File: src/rtl/imm_pkg.sv
// Shared types and opcode constants for the immediate-generation stage.
package imm_pkg;

  typedef enum logic [2:0] {
    FMT_R    = 3'd0,
    FMT_I    = 3'd1,
    FMT_S    = 3'd2,
    FMT_B    = 3'd3,
    FMT_U    = 3'd4,
    FMT_J    = 3'd5,
    FMT_NONE = 3'd7
  } fmt_e;

  // Encoding is {out_valid, skid_valid} so the flags fall straight out of the state register.
  typedef enum logic [1:0] {
    StEmpty = 2'b00,
    StFull  = 2'b10,
    StSkid  = 2'b11
  } state_e;

  localparam logic [6:0] OPC_LOAD       = 7'b0000011;
  localparam logic [6:0] OPC_MISC_MEM   = 7'b0001111;
  localparam logic [6:0] OPC_OP_IMM     = 7'b0010011;
  localparam logic [6:0] OPC_AUIPC      = 7'b0010111;
  localparam logic [6:0] OPC_OP_IMM_32  = 7'b0011011;
  localparam logic [6:0] OPC_STORE      = 7'b0100011;
  localparam logic [6:0] OPC_OP         = 7'b0110011;
  localparam logic [6:0] OPC_LUI        = 7'b0110111;
  localparam logic [6:0] OPC_OP_32      = 7'b0111011;
  localparam logic [6:0] OPC_BRANCH     = 7'b1100011;
  localparam logic [6:0] OPC_JALR       = 7'b1100111;
  localparam logic [6:0] OPC_JAL        = 7'b1101111;
  localparam logic [6:0] OPC_SYSTEM     = 7'b1110011;

endpackage

File: src/rtl/imm_decode.sv
// Combinational format classification and sign-extended immediate extraction.
module imm_decode
  import imm_pkg::*;
#(
  parameter int unsigned XLEN = 32
) (
  input  logic [31:0]     i_instr,
  output logic [XLEN-1:0] o_imm,
  output logic [2:0]      o_fmt,
  output logic            o_illegal
);

  fmt_e        w_fmt;
  logic [31:0] w_imm32;
  logic        w_s;

  assign w_s = i_instr[31];

  always_comb begin
    w_fmt = FMT_NONE;
    case (i_instr[6:0])
      OPC_OP_IMM, OPC_LOAD, OPC_JALR, OPC_SYSTEM, OPC_MISC_MEM: w_fmt = FMT_I;
      OPC_STORE:             w_fmt = FMT_S;
      OPC_BRANCH:            w_fmt = FMT_B;
      OPC_LUI, OPC_AUIPC:    w_fmt = FMT_U;
      OPC_JAL:               w_fmt = FMT_J;
      OPC_OP:                w_fmt = FMT_R;
      OPC_OP_IMM_32: if (XLEN == 64) w_fmt = FMT_I;
      OPC_OP_32:     if (XLEN == 64) w_fmt = FMT_R;
      default:               w_fmt = FMT_NONE;
    endcase
  end

  always_comb begin
    w_imm32 = '0;
    case (w_fmt)
      FMT_I: w_imm32 = {{20{w_s}}, i_instr[31:20]};
      FMT_S: w_imm32 = {{20{w_s}}, i_instr[31:25], i_instr[11:7]};
      FMT_B: w_imm32 = {{19{w_s}}, i_instr[31], i_instr[7], i_instr[30:25], i_instr[11:8], 1'b0};
      FMT_U: w_imm32 = {i_instr[31:12], 12'b0};
      FMT_J: w_imm32 = {{11{w_s}}, i_instr[31], i_instr[19:12], i_instr[20], i_instr[30:21],
                        1'b0};
      default: w_imm32 = '0;
    endcase
  end

  // Every 32-bit immediate already carries instr[31] in bit 31, so widen from there.
  always_comb begin
    o_imm       = {XLEN{w_imm32[31]}};
    o_imm[31:0] = w_imm32;
  end

  assign o_fmt     = w_fmt;
  assign o_illegal = (w_fmt == FMT_NONE);

endmodule

File: src/rtl/imm_gen_pipe.sv
// Registered immediate-generation stage: decode + PC-relative adder behind a two-entry skid buffer.
module imm_gen_pipe
  import imm_pkg::*;
#(
  parameter int unsigned XLEN = 32
) (
  input  logic            clk,
  input  logic            rst_n,
  input  logic            i_flush,
  input  logic            i_valid,
  output logic            o_ready,
  input  logic [31:0]     i_instr,
  input  logic [XLEN-1:0] i_pc,
  output logic            o_valid,
  input  logic            i_ready,
  output logic [31:0]     o_instr,
  output logic [XLEN-1:0] o_pc,
  output logic [XLEN-1:0] o_imm,
  output logic [2:0]      o_fmt,
  output logic [XLEN-1:0] o_target,
  output logic            o_illegal
);

  localparam int unsigned BeatW = 32 + 3 * XLEN + 4;
  localparam logic [BeatW-1:0] ResetBeat = {{(32 + 2 * XLEN){1'b0}}, FMT_NONE, {(XLEN + 1){1'b0}}};

  logic [XLEN-1:0]  w_imm;
  logic [2:0]       w_fmt;
  logic             w_illegal;
  logic [XLEN-1:0]  w_target;
  logic [BeatW-1:0] w_beat;

  state_e           r_state;
  state_e           w_state_next;
  logic [BeatW-1:0] r_out_beat;
  logic [BeatW-1:0] r_skid_beat;
  logic             w_in_fire;
  logic             w_out_fire;
  logic             w_load_out;
  logic             w_load_skid;
  logic             w_skid_to_out;

  imm_decode #(
    .XLEN (XLEN)
  ) u_decode (
    .i_instr   (i_instr),
    .o_imm     (w_imm),
    .o_fmt     (w_fmt),
    .o_illegal (w_illegal)
  );

  assign w_target = i_pc + w_imm;
  assign w_beat   = {i_instr, i_pc, w_imm, w_fmt, w_target, w_illegal};

  assign o_valid    = r_state[1];
  assign o_ready    = ~r_state[0];
  assign w_in_fire  = i_valid & o_ready;
  assign w_out_fire = o_valid & i_ready;

  always_comb begin
    w_state_next  = r_state;
    w_load_out    = 1'b0;
    w_load_skid   = 1'b0;
    w_skid_to_out = 1'b0;
    case (r_state)
      StEmpty: begin
        if (w_in_fire) begin
          w_state_next = StFull;
          w_load_out   = 1'b1;
        end
      end
      StFull: begin
        if (w_in_fire && w_out_fire) begin
          w_load_out = 1'b1;
        end else if (w_in_fire) begin
          w_state_next = StSkid;
          w_load_skid  = 1'b1;
        end else if (w_out_fire) begin
          w_state_next = StEmpty;
        end
      end
      StSkid: begin
        if (w_out_fire) begin
          w_state_next  = StFull;
          w_skid_to_out = 1'b1;
        end
      end
      default: w_state_next = StEmpty;
    endcase
    // Flush wins: any beat accepted this cycle is dropped along with held ones.
    if (i_flush) begin
      w_state_next  = StEmpty;
      w_load_out    = 1'b0;
      w_load_skid   = 1'b0;
      w_skid_to_out = 1'b0;
    end
  end

  always_ff @(posedge clk or negedge rst_n) begin
    if (!rst_n) begin
      r_state <= StEmpty;
    end else begin
      r_state <= w_state_next;
    end
  end

  always_ff @(posedge clk or negedge rst_n) begin
    if (!rst_n) begin
      r_out_beat  <= ResetBeat;
      r_skid_beat <= ResetBeat;
    end else begin
      if (w_load_out) begin
        r_out_beat <= w_beat;
      end else if (w_skid_to_out) begin
        r_out_beat <= r_skid_beat;
      end
      if (w_load_skid) begin
        r_skid_beat <= w_beat;
      end
    end
  end

  assign {o_instr, o_pc, o_imm, o_fmt, o_target, o_illegal} = r_out_beat;

endmodule

File: config.mk
export PLATFORM = sky130hd
export DESIGN_NAME = imm_gen_pipe
export DESIGN_NICKNAME = d
export VERILOG_FILES = /design/src/rtl/imm_pkg.sv /design/src/rtl/imm_decode.sv /design/src/rtl/imm_gen_pipe.sv
export SDC_FILE = /design/constraint.sdc
export NUM_CORES = 1
export LEC_CHECK = 0
export BUFFER_PORTS_ARGS = -buffer_cell sky130_fd_sc_hd__buf_4
export CAP_MARGIN = 25
export CORE_MARGIN = 2
export CORE_UTILIZATION = 55
export DETAILED_ROUTE_END_ITERATION = 12
export PLACE_DENSITY_LB_ADDON = 0.2
export REMOVE_ABC_BUFFERS = 1
export SLEW_MARGIN = 20
export SYNTH_ARGS = -nofsm -noshare
export SYNTH_HDL_FRONTEND = slang
export SYNTH_SLANG_ARGS = --single-unit
File: constraint.sdc
create_clock -name clk -period 2.9 [get_ports clk]
set_input_delay 0.87 -clock clk [delete_from_list [all_inputs] [get_ports clk]]
set_output_delay 0.87 -clock clk [all_outputs]
set_load 0.01 [all_outputs]
== Word-level counts from Yosys, hierarchy flattened ==
Cells that the tools add are included.

* Register bits: 266
* Input bits: 69
* Output and inout port bits: 134
* Logic and storage cells: 57

* $add $sub $neg: 1
* Eq/ne operators: 23
* Mux-type cells: 21
* Bitwise gates (word level): 3
* Reductions and logical operators: 6

{| class="wikitable"
|+ Operators with widths
! operator !! count
|-
| two-way mux 132 bit || 2
|-
| case mux 32 bit (5 select lines) || 1
|-
| adder 32 bit || 1
|-
| == test 7 bit (second input constant) || 4
|-
| == test 7 x 6 -> 1 bit (second input constant) || 3
|-
| case mux 3 bit (6 select lines) || 1
|-
| == test 7 x 5 -> 1 bit (second input constant) || 2
|-
| two-way mux 2 bit || 6
|-
| == test 3 bit (second input constant) || 3
|-
| two-way mux 1 bit || 9
|-
| inequality test 3 bit (second input constant) || 3
|-
| == test 7 x 2 -> 1 bit (second input constant) || 1
|-
| == test 7 x 4 -> 1 bit (second input constant) || 1
|-
| == test 3 x 2 -> 1 bit (second input constant) || 2
|-
| case mux 2 bit (3 select lines) || 1
|-
| OR reduction 5 bit || 1
|-
| == test 2 bit (second input constant) || 2
|-
| inequality test 4 bit (second input constant) || 1
|-
| AND reduction 4 bit || 1
|-
| == test 3 x 1 -> 1 bit (second input constant) || 1
|-
| bitwise AND 1 bit || 2
|-
| logical NOT 2 bit || 1
|-
| case mux 1 bit (2 select lines) || 1
|-
| nonzero test 2 bit || 1
|-
| 3 further kinds || 3
|}

== Longest topological paths before layout ==
Gate-level depths: netlist (run 1).

* Depth in word-level cells: 7
* Gate-level depth with buffers: 18
* Depth with buffers taken out: 17

== By module ==
Synthesis (run 1) repeated with hierarchy kept, for this count alone.

* Cells, all modules: 1291
* Area total of the unflattened synthesis: 13659.4 um2

{| class="wikitable"
|+ Modules (own cells, without submodules)
! module !! times used !! cells an instance !! area an instance (um2) !! sequential area each (um2)
|-
| imm_gen_pipe || 1 || 1178 || 12908.6 || 6663.9
|-
| imm_decode || 1 || 113 || 750.7 || 0.0
|}

== Worst setup path after synthesis (run 1) ==
Ideal clock, no wire load.

* Kind: input -> register
* Start point: input port i_instr[2]
* End point: register r_out_beat[32]
* Library setup time: 140 ps
* Arrival time: 3866 ps
* Data required time: 2760 ps
* Slack: -1106 ps
* Stages: 18
* Path buffers: 1
* Cell sequence: nor2b_1 nand3b_1 nand2_1 a21oi_1 a211oi_1 and2_1 buf_2 a21oi_1 inv_1 ha_1 nand4_1 or3_1 nor2_1 o2111ai_1 a21o_1 a2111o_1 a31oi_1 a221oi_2

* Longest elaborated chain between the ends: 7
* Elaborated cells between the ends (all ways): 22
* Those cells by class: add/sub (1); eq/ne (16); mux (3); reduce/logical (2)

{| class="wikitable"
|+ Ends and longest elaborated chain
! what !! line !! text
|-
| from (decl) || imm_gen_pipe.sv:12 || <nowiki>input logic [31:0] i_instr,</nowiki>
|-
| == test 7 x 5 -> 1 bit, or another cell as far along || imm_decode.sv:21 || <nowiki>case (i_instr[6:0])</nowiki>
|-
| OR reduction 5 bit / OR reduction 2 bit (equally long branches) || imm_decode.sv:21 ||
|-
| case mux 3 bit (6 select lines) * || imm_decode.sv:21 ||
|-
| == test 3 bit, or another cell as far along || imm_decode.sv:36 || <nowiki>case (w_fmt)</nowiki>
|-
| case mux 32 bit (5 select lines) * || imm_decode.sv:36 ||
|-
| net u_decode.o_imm[21] || imm_decode.sv:8 || <nowiki>output logic [XLEN-1:0] o_imm,</nowiki>
|-
| adder 32 bit * || imm_gen_pipe.sv:52 || <nowiki>assign w_target = i_pc + w_imm;</nowiki>
|-
| two-way mux 132 bit * || imm_gen_pipe.sv:112 || <nowiki>if (w_load_out) begin</nowiki>
|-
| to (signal assigned) || imm_gen_pipe.sv:109 || <nowiki>r_out_beat <= ResetBeat;</nowiki>
|-
| to (signal assigned) || imm_gen_pipe.sv:113 || <nowiki>r_out_beat <= w_beat;</nowiki>
|-
| to (signal assigned) || imm_gen_pipe.sv:115 || <nowiki>r_out_beat <= r_skid_beat;</nowiki>
|-
| to (decl) || imm_gen_pipe.sv:35 || <nowiki>logic [BeatW-1:0] r_out_beat;</nowiki>
|}

The timed path passes the listed nets; every way through them passes the cells marked *.
A chain may end at the register's enable or synchronous reset.

== Worst setup path in the final report (run 1) ==
* Start point: input port i_instr[2]
* End point: register r_out_beat[27]

The elaborated chain is that of the path after synthesis.

==> qor.yml, run 1 <==
cts_tree: "done"
worstMarginPinSlew_ns: 0.591
p_leak_nw: 9.78
die_h_microns: 160
clock_skew_ns: 0.0156
wl_per_cell_microns: 19.1
path_cells: "buf_8, buf_6, a21oi_4, and2_4, a21oi_1, o21ai_1, and3_1, buf_12, a21o_1, ha_1, buf_4, o21ai_1, a21oi_1, o31ai_4, a31oi_4, o41ai_4, o21bai_1, xnor2_1, o21ai_0"
route.detailed.drc: 0
syn_to_final_growth_pct: 40.0
synth_common_cells: "430 x nand2_1, 260 x dfrtp_1, 192 x o21ai_0, 100 x mux2i_1, 70 x clkbuf_1"
synth_compound_area_share_pct: 14.1
hpwl_microns: 25600
period_share_pct: 129
cts_sinks: 266
clock_latency_ns: 0.56
ir_drop_mv: 0.624
cp_max_fo: 13
fin_setup_tns_ns: -27.10
fin_util_pct: 79.1
antenna_found_initial: 1
synth.distinct_cells: 61
seq_area_sq_um: 6660
initial_core_util_pct: 56.5
vias: 12300
outcome: "complete, but fails checks"
worst-setup-path-type: "input port to flip-flop"
multiInputGateArea_sq_um: 7120
synthCells: 1443
slew_viol_final: 0
path_buf_inv: 4
worst_slack_ns: -0.832
setup_violations: 52
grt-ovfl-total: 0
cp_top_family: "compound AO/OA/AOI/OAI gates"
clock.fmax_mhz: 268
clk_pin_slew_worst_paths_ns: 0.06
grt_pass1_wl_microns: 61300
ys_seq_area_share_pct: 50.0
gp_congestion: 0.896
core_sq_um: 23600
arrival_ns: 4.16
crit_path_end_kind: "flip-flop"
cts-buffers-inserted: 29
critical_path.slowest_cell: "a21oi_1"
synth_mux_area_share_pct: 11.4
synth-simple-area-share_pct: 16.3
period_minus_slack_ns: 3.73
slew-limit-headroom_pct: 60.6
ys_top_cells_by_area: "dfrtp_1 49%, nand2_1 12%, mux2i_1 7.5%"
viasPerCell: 5.70
drtIter0Drc: 1043
final_nets: 1915
grt_start_max_net_pins: 129
max_cap_violations: 0
rows: 56
synth_top_area_share_pct: 48.8
cp-start-kind: "input port"
async_reset_ff_share_pct: 100
die_w_microns: 160
cp_data_required_time_ns: 3.33
n_antenna_cell: 0
finalHoldViolations: 0
nFillCells: 1459
ys.flop_type: "dfrtp_1"
startpoint: "i_instr[2]"
syn_area_sq_um: 13300
cpPeakStageDelay_ns: 0.50
clock_path_buffers: 3
cts.htree.levels: 1
routed_wl_microns: 41000
synth_top_family_by_area: "simple AND/OR/NAND/NOR gates"
yosysMostFrequentCell: "nand2_1"
port-buffer-count: 202
root_buffer: "clkbuf_16"
layout-drive-gt1-share_pct: 36.1
synth-seq-cells: 266
dp_slack_ns: -1.66
yosys_warnings: 0
firstDrtPassIters: 5
rsz0062_at_grt: "yes"
power.density_nw_per_um2: 780
synthAdderAreaFrac_pct: 3.43
violations: "setup timing"
synth_edf_count: 0
yosysTopAreaCell: "dfrtp_1"
dieArea_sq_um: 25500
track_usage_pct: 29.3
rr_startpoint: "r_state[0]$_DFFE_PN0P_"
ioPinCount: 203
antenna_left: 0
hold_path_class: "input port to async pin"
yosys.area_share.xor_xnor_pct: 1.44
first_global_vias: 12000
syn_avg_cell_area_sq_um: 9.24
layer usage:
metal	up-vias	GRT usage, %	share of wire (%)
met3	132	5.53	7.2
met5	-	0	0.029
met2	514	49.3	48
met1	5965	38.7	40
met4	2	9.13	4.3
li1	5644	-	-
final timing paths:
check                      depth (start not counted)                      endpoint  slack (ns)
hold reg to reg                                    2   r_skid_beat[35]$_DFFE_PN1P_        0.46
setup reg to reg                                   8    r_skid_beat[0]$_DFFE_PN0P_        0.53
setup / recovery                                  19    r_out_beat[27]$_DFFE_PN0P_       -0.83
hold / removal                                     1  r_skid_beat[113]$_DFFE_PN0P_        0.28
min in group clk                                   2   r_skid_beat[35]$_DFFE_PN1P_        0.46
max in group asynchronous                          2    r_out_beat[35]$_DFFE_PN1P_        1.82
cells in the final DEF, fill, tap and decap left out, drive strengths merged, types with 8 or more instances in the layout:
cell type / n
a21o: 17
a21oi: 52
and2: 14
buf: 421
clkbuf: 47
dfrtp: 260
ha: 35
inv: 30
mux2: 46
mux2i: 100
nand2: 430
nand3: 11
nand4: 8
nor2: 31
nor3: 8
o21ai: 194
o21bai: 8
o31ai: 8
xnor2: 17
state kept, by name (all words and copies together) (netlist names):
register and cells:
r_out_beat 132, r_skid_beat 132, r_state 2
worst register-to-register path, delay by kind of cell (launching register included):
| kind | cells | cell delay, ns |
|---|---|---|
| simple gates | 4 | 1.04 |
| buf+inv | 2 | 0.47 |
| flops | 1 | 0.41 |
| fa+ha+maj | 1 | 0.23 |
| compound gates | 1 | 0.15 |
metrics by stage:
stage / std cells / power (mW) / hold slack [ns] / area [sq um]
6_report: 2152 / 14.6 / 0.277 / 18700
2_1_floorplan: 1358 / 8.40 / 0.439 / 13000
5_1_grt: 2152 / 15.4 / 0.313 / 18700
3_5_place_dp: 2060 / 10.7 / 0.454 / 16500
3_3_place_gp: 2060 / 10.4 / 0.451 / 16500
4_1_cts: 2133 / 14.5 / 0.290 / 18200
area by class of cell:
type / instances / area share (%)
Tap cell: 319 / 2.14
Timing Repair Buffer: 421 / 18.3
Clock inverter: 7 / 0.342
Sequential cell: 266 / 35.7
Inverter: 29 / 0.583
Clock buffer: 47 / 4.79
Multi-Input combinational cell: 1063 / 38.2
kinds of logic after synthesis:
group                      after synthesis
muxes                                  146
and+or+nand+nor                        534
adders and majority gates               36
xor gates and xnor gates                22
buffers and inverters                  114
AOI/OAI and AO/OA                      325
DFF                                    266
repair_timing:
action,in CTS,in global routing
gates resized for setup,146,84
gates cloned,1,0
hold buffers,0,0
pin swaps,71,60
buffers inserted,19,21
endpoints found under the setup margin,55,53
power by group:
part | switching [mW] | total (mW) | internal (mW)
sequential | 0.852 | 6.06 | 5.21
combinational | 2.50 | 4.82 | 2.32
clock | 1.49 | 3.67 | 2.18
Power figures use the tool's default switching activity.
==> run 2: changes to the inputs <==
ABC_AREA = 1   (was not set)
CTS_CLUSTER_DIAMETER = 100   (was not set)
==> qor.yml, run 2 <==
power.switching_mw: 5.12  # +5.7%
ys_top_cells_by_area: "dfrtp_1 47%, nand2_1 17%, inv_1 6.2%"
hold_path_class: "input port to async pin"
ys.flop_type: "dfrtp_1"
p_int_mw: 9.86  # +1.5%
cp_data_required_time_ns: 3.32  # about the same
synth_edf_count: 0  # unchanged
first_global_vias: 13400  # +12%
viasPerCell: 5.53  # -3.0%
cpPeakStageDelay_ns: 0.25  # -0.25 ns
power.density_nw_per_um2: 786  # +0.82%
nFillCells: 1814  # +24%
routed_wl_microns: 44200  # +7.6%
synth_common_cells: "626 x nand2_1, 260 x dfrtp_1, 228 x inv_1, 145 x nand3_1, 109 x o21ai_0"
yosys.area_share.xor_xnor_pct: 0.632  # -0.81 points
antenna_left: 0  # unchanged
layout.cells.non_filler: 2475  # +15%
ys_seq_area_share_pct: 48.1  # -1.9 points
syn_to_final_growth_pct: 37.5
arrival_ns: 3.32  # -0.84 ns
final_common_cell: "nand2_1"
period_minus_slack_ns: 2.89  # -0.840 ns
synth.distinct_cells: 44  # -28%
swShare_pct: 34.2  # +0.91 points
critical_path.slowest_cell: "ha_4"
cp-start-kind: "input port"
gp_congestion: 0.915  # +2.2%
route.detailed.drc: 0  # unchanged
cts_sinks: 266  # unchanged
r2r_cells: 8  # unchanged
cts-buffers-inserted: 28  # -3.4%
synthAdderAreaFrac_pct: 3.31  # -0.13 points
n_antenna_cell: 0  # unchanged
rsz0062_at_grt: "yes"
worst-setup-path-type: "input port to flip-flop"
dieArea_sq_um: 26500  # +3.8%
ioPinCount: 203  # unchanged
layout-drive-gt1-share_pct: 30.4  # -5.7 points
yosys_warnings: 0  # unchanged
dp.cells: 2413  # +17%
hpwl_microns: 30100  # +18%
synth_compound_area_share_pct: 12.6  # -1.5 points
cp_common_cell: "buf_4"
grt_pass1_wl_microns: 68900  # +12%
syn_area_sq_um: 13900  # +3.9%
slew_viol_final: 0  # unchanged
ir_drop_mv: 0.585  # -6.2%
startpoint: "i_instr[3]"
synth_top_family_by_area: "simple AND/OR/NAND/NOR gates"
yosysTopAreaCell: "dfrtp_1"
rows: 58  # +3.6%
track_usage_pct: 32.7  # +3.4 points
final_nets: 2228  # +16%
finalHoldViolations: 0  # unchanged
clk_pin_slew_worst_paths_ns: 0.07  # about the same
seq_power_share_pct: 40.1  # -1.6 points
yosysMostFrequentCell: "nand2_1"
antenna_found_initial: 0  # -1
cp_max_fo: 6  # -7
root_buffer: "clkbuf_16"
layout_common_cells: "573 x nand2_1, 374 x buf_4, 260 x dfrtp_1, 218 x inv_1, 135 x nand3_1"
slew-limit-headroom_pct: 52.8  # -7.8 points
cts_tree: "done"
path_cells: "buf_4, nor2_2, nand3_2, nor2_4, inv_4, nand2_4, inv_6, buf_4, nor2_4, ha_4, nand2_4, inv_2, buf_4, nand2_1, nor2_2, nand2_1, nand2_2, buf_4, nor2_2, nand3b_1, nand3_1"
synthCells: 1776  # +23%
period_share_pct: 99.7  # -29 points
max_cap_violations: 0  # unchanged
core_sq_um: 25000  # +5.7%
rr_startpoint: "r_state[0]$_DFFE_PN0P_"
clkPwrFrac_pct: 26.0  # +0.8 points
grt_start_max_net_pins: 93  # -28%
clock.fmax_mhz: 346  # +29%
firstDrtPassIters: 6  # +1
wl_per_cell_microns: 17.8  # -6.5%
vias: 13700  # +12%
clock_latency_ns: 0.56  # about the same
outcome: "finished clean"
synth-seq-cells: 266  # unchanged
drtIter0Drc: 1294  # +24%
synth-simple-area-share_pct: 26.3  # +9.9 points
die_w_microns: 163  # +1.9%
clock_path_buffers: 3  # unchanged
synth_top_area_share_pct: 47.0  # -1.8 points
cts.htree.levels: 1  # unchanged
grt-ovfl-total: 0  # unchanged
async_reset_ff_share_pct: 100  # unchanged
initial_core_util_pct: 55.5  # -0.98 points
ctsHoldBuffers: 0  # unchanged
fin_util_pct: 76.3  # -2.7 points
reg_top3: "r_out_beat (132), r_skid_beat (132), r_state (2)"
synth_mux_area_share_pct: 0  # -11 points
crit_path_end_kind: "flip-flop"
clock_skew_ns: 0.0218  # +0.00619 ns
finalPower_mw: 15.0  # +2.9%
worstMarginPinSlew_ns: 0.699  # +0.108 ns
p_leak_nw: 9.72  # -0.58%
p_comb_share_pct: 33.8  # +0.7 points
port-buffer-count: 202  # unchanged
setup_violations: 0  # -100%
syn_avg_cell_area_sq_um: 7.80  # -16%
die_h_microns: 163  # +1.9%
run 2: changes by cell type in the layout (fill, tap and decap cells not counted), moves of 46 or more:
cell      change
o211ai_1     +59
nand2_1     +150
mux2i_1     -100
inv_1       +193
nand3_1     +127
mux2_2       -46
run 2: routing by layer:
layer  global-route usage, %  up-vias  share of wire [%]
met5                       0        -                  0
met2                    53.7      556                 48
met1                    44.6     6593                 42
met3                    5.91       88                7.4
li1                        -     6438                  -
met4                    10.0        0                2.9
run 2: final cells by class:
cell class                 count  area [sq um]  share of cell area, %
sequential                   266          6660                   35.0
inverter                     236           896                   4.70
multi-input combinational   1196          6910                   36.3
tap                          330           413                   2.17
clock inverter                11           195                   1.02
timing repair buffer         395          3170                   16.6
clock buffer                  41           810                   4.25
run 2: kinds of logic after synthesis:
family          count (synthesis)
simple gates                  873
buf+inv                       314
compound gates                277
flops                         266
fa+ha+maj                      36
xor+xnor                       10
run 2: metrics by stage:
stage	setup slack (ns)	hold slack, ns	setup TNS [ns]	cell area, sq um
floorplan	-3.48	0.448	-693.19	13500
global placement	-0.795	0.459	-37.06	17000
detailed placement	-0.845	0.466	-40.63	17000
CTS	-0.0161	0.287	-0.0337	18300
global route	-0.0738	0.300	-1.01	19100
finish	0.00738	0.268	0	19100
run 2: final timing paths:
check,slack (ns),end
setup / recovery,0.007,r_out_beat[16]$_DFFE_PN0P_
setup reg to reg,0.78,r_out_beat[117]$_DFFE_PN0P_
hold / removal,0.27,r_skid_beat[71]$_DFFE_PN0P_
max in group asynchronous,1.90,r_out_beat[35]$_DFFE_PN1P_
hold reg to reg,0.48,r_skid_beat[33]$_DFFE_PN1P_
min in group clk,0.48,r_skid_beat[33]$_DFFE_PN1P_
run 2: power groups by stage:
stage	registers [mW]	clock network (mW)	logic [mW]
floorplan	6.23	0	2.25
global placement	5.97	0	4.70
detailed placement	6.03	0	4.87
CTS	5.99	3.95	4.96
global route	6.15	4.10	5.61
finish	6.01	3.90	5.07
run 2: timing repair:
item	CTS	global route
pin swaps	10	36
gates resized for setup	60	161
setup buffers	3	7
setup endpoints to repair	52	53
cloned	0	0
run 2: critical path: cells and delay by family:
kind	cells	cell delay, ns
adders and majority gates	1	0.25
buffers and inverters	7	0.78
and+or+nand+nor	13	1.41
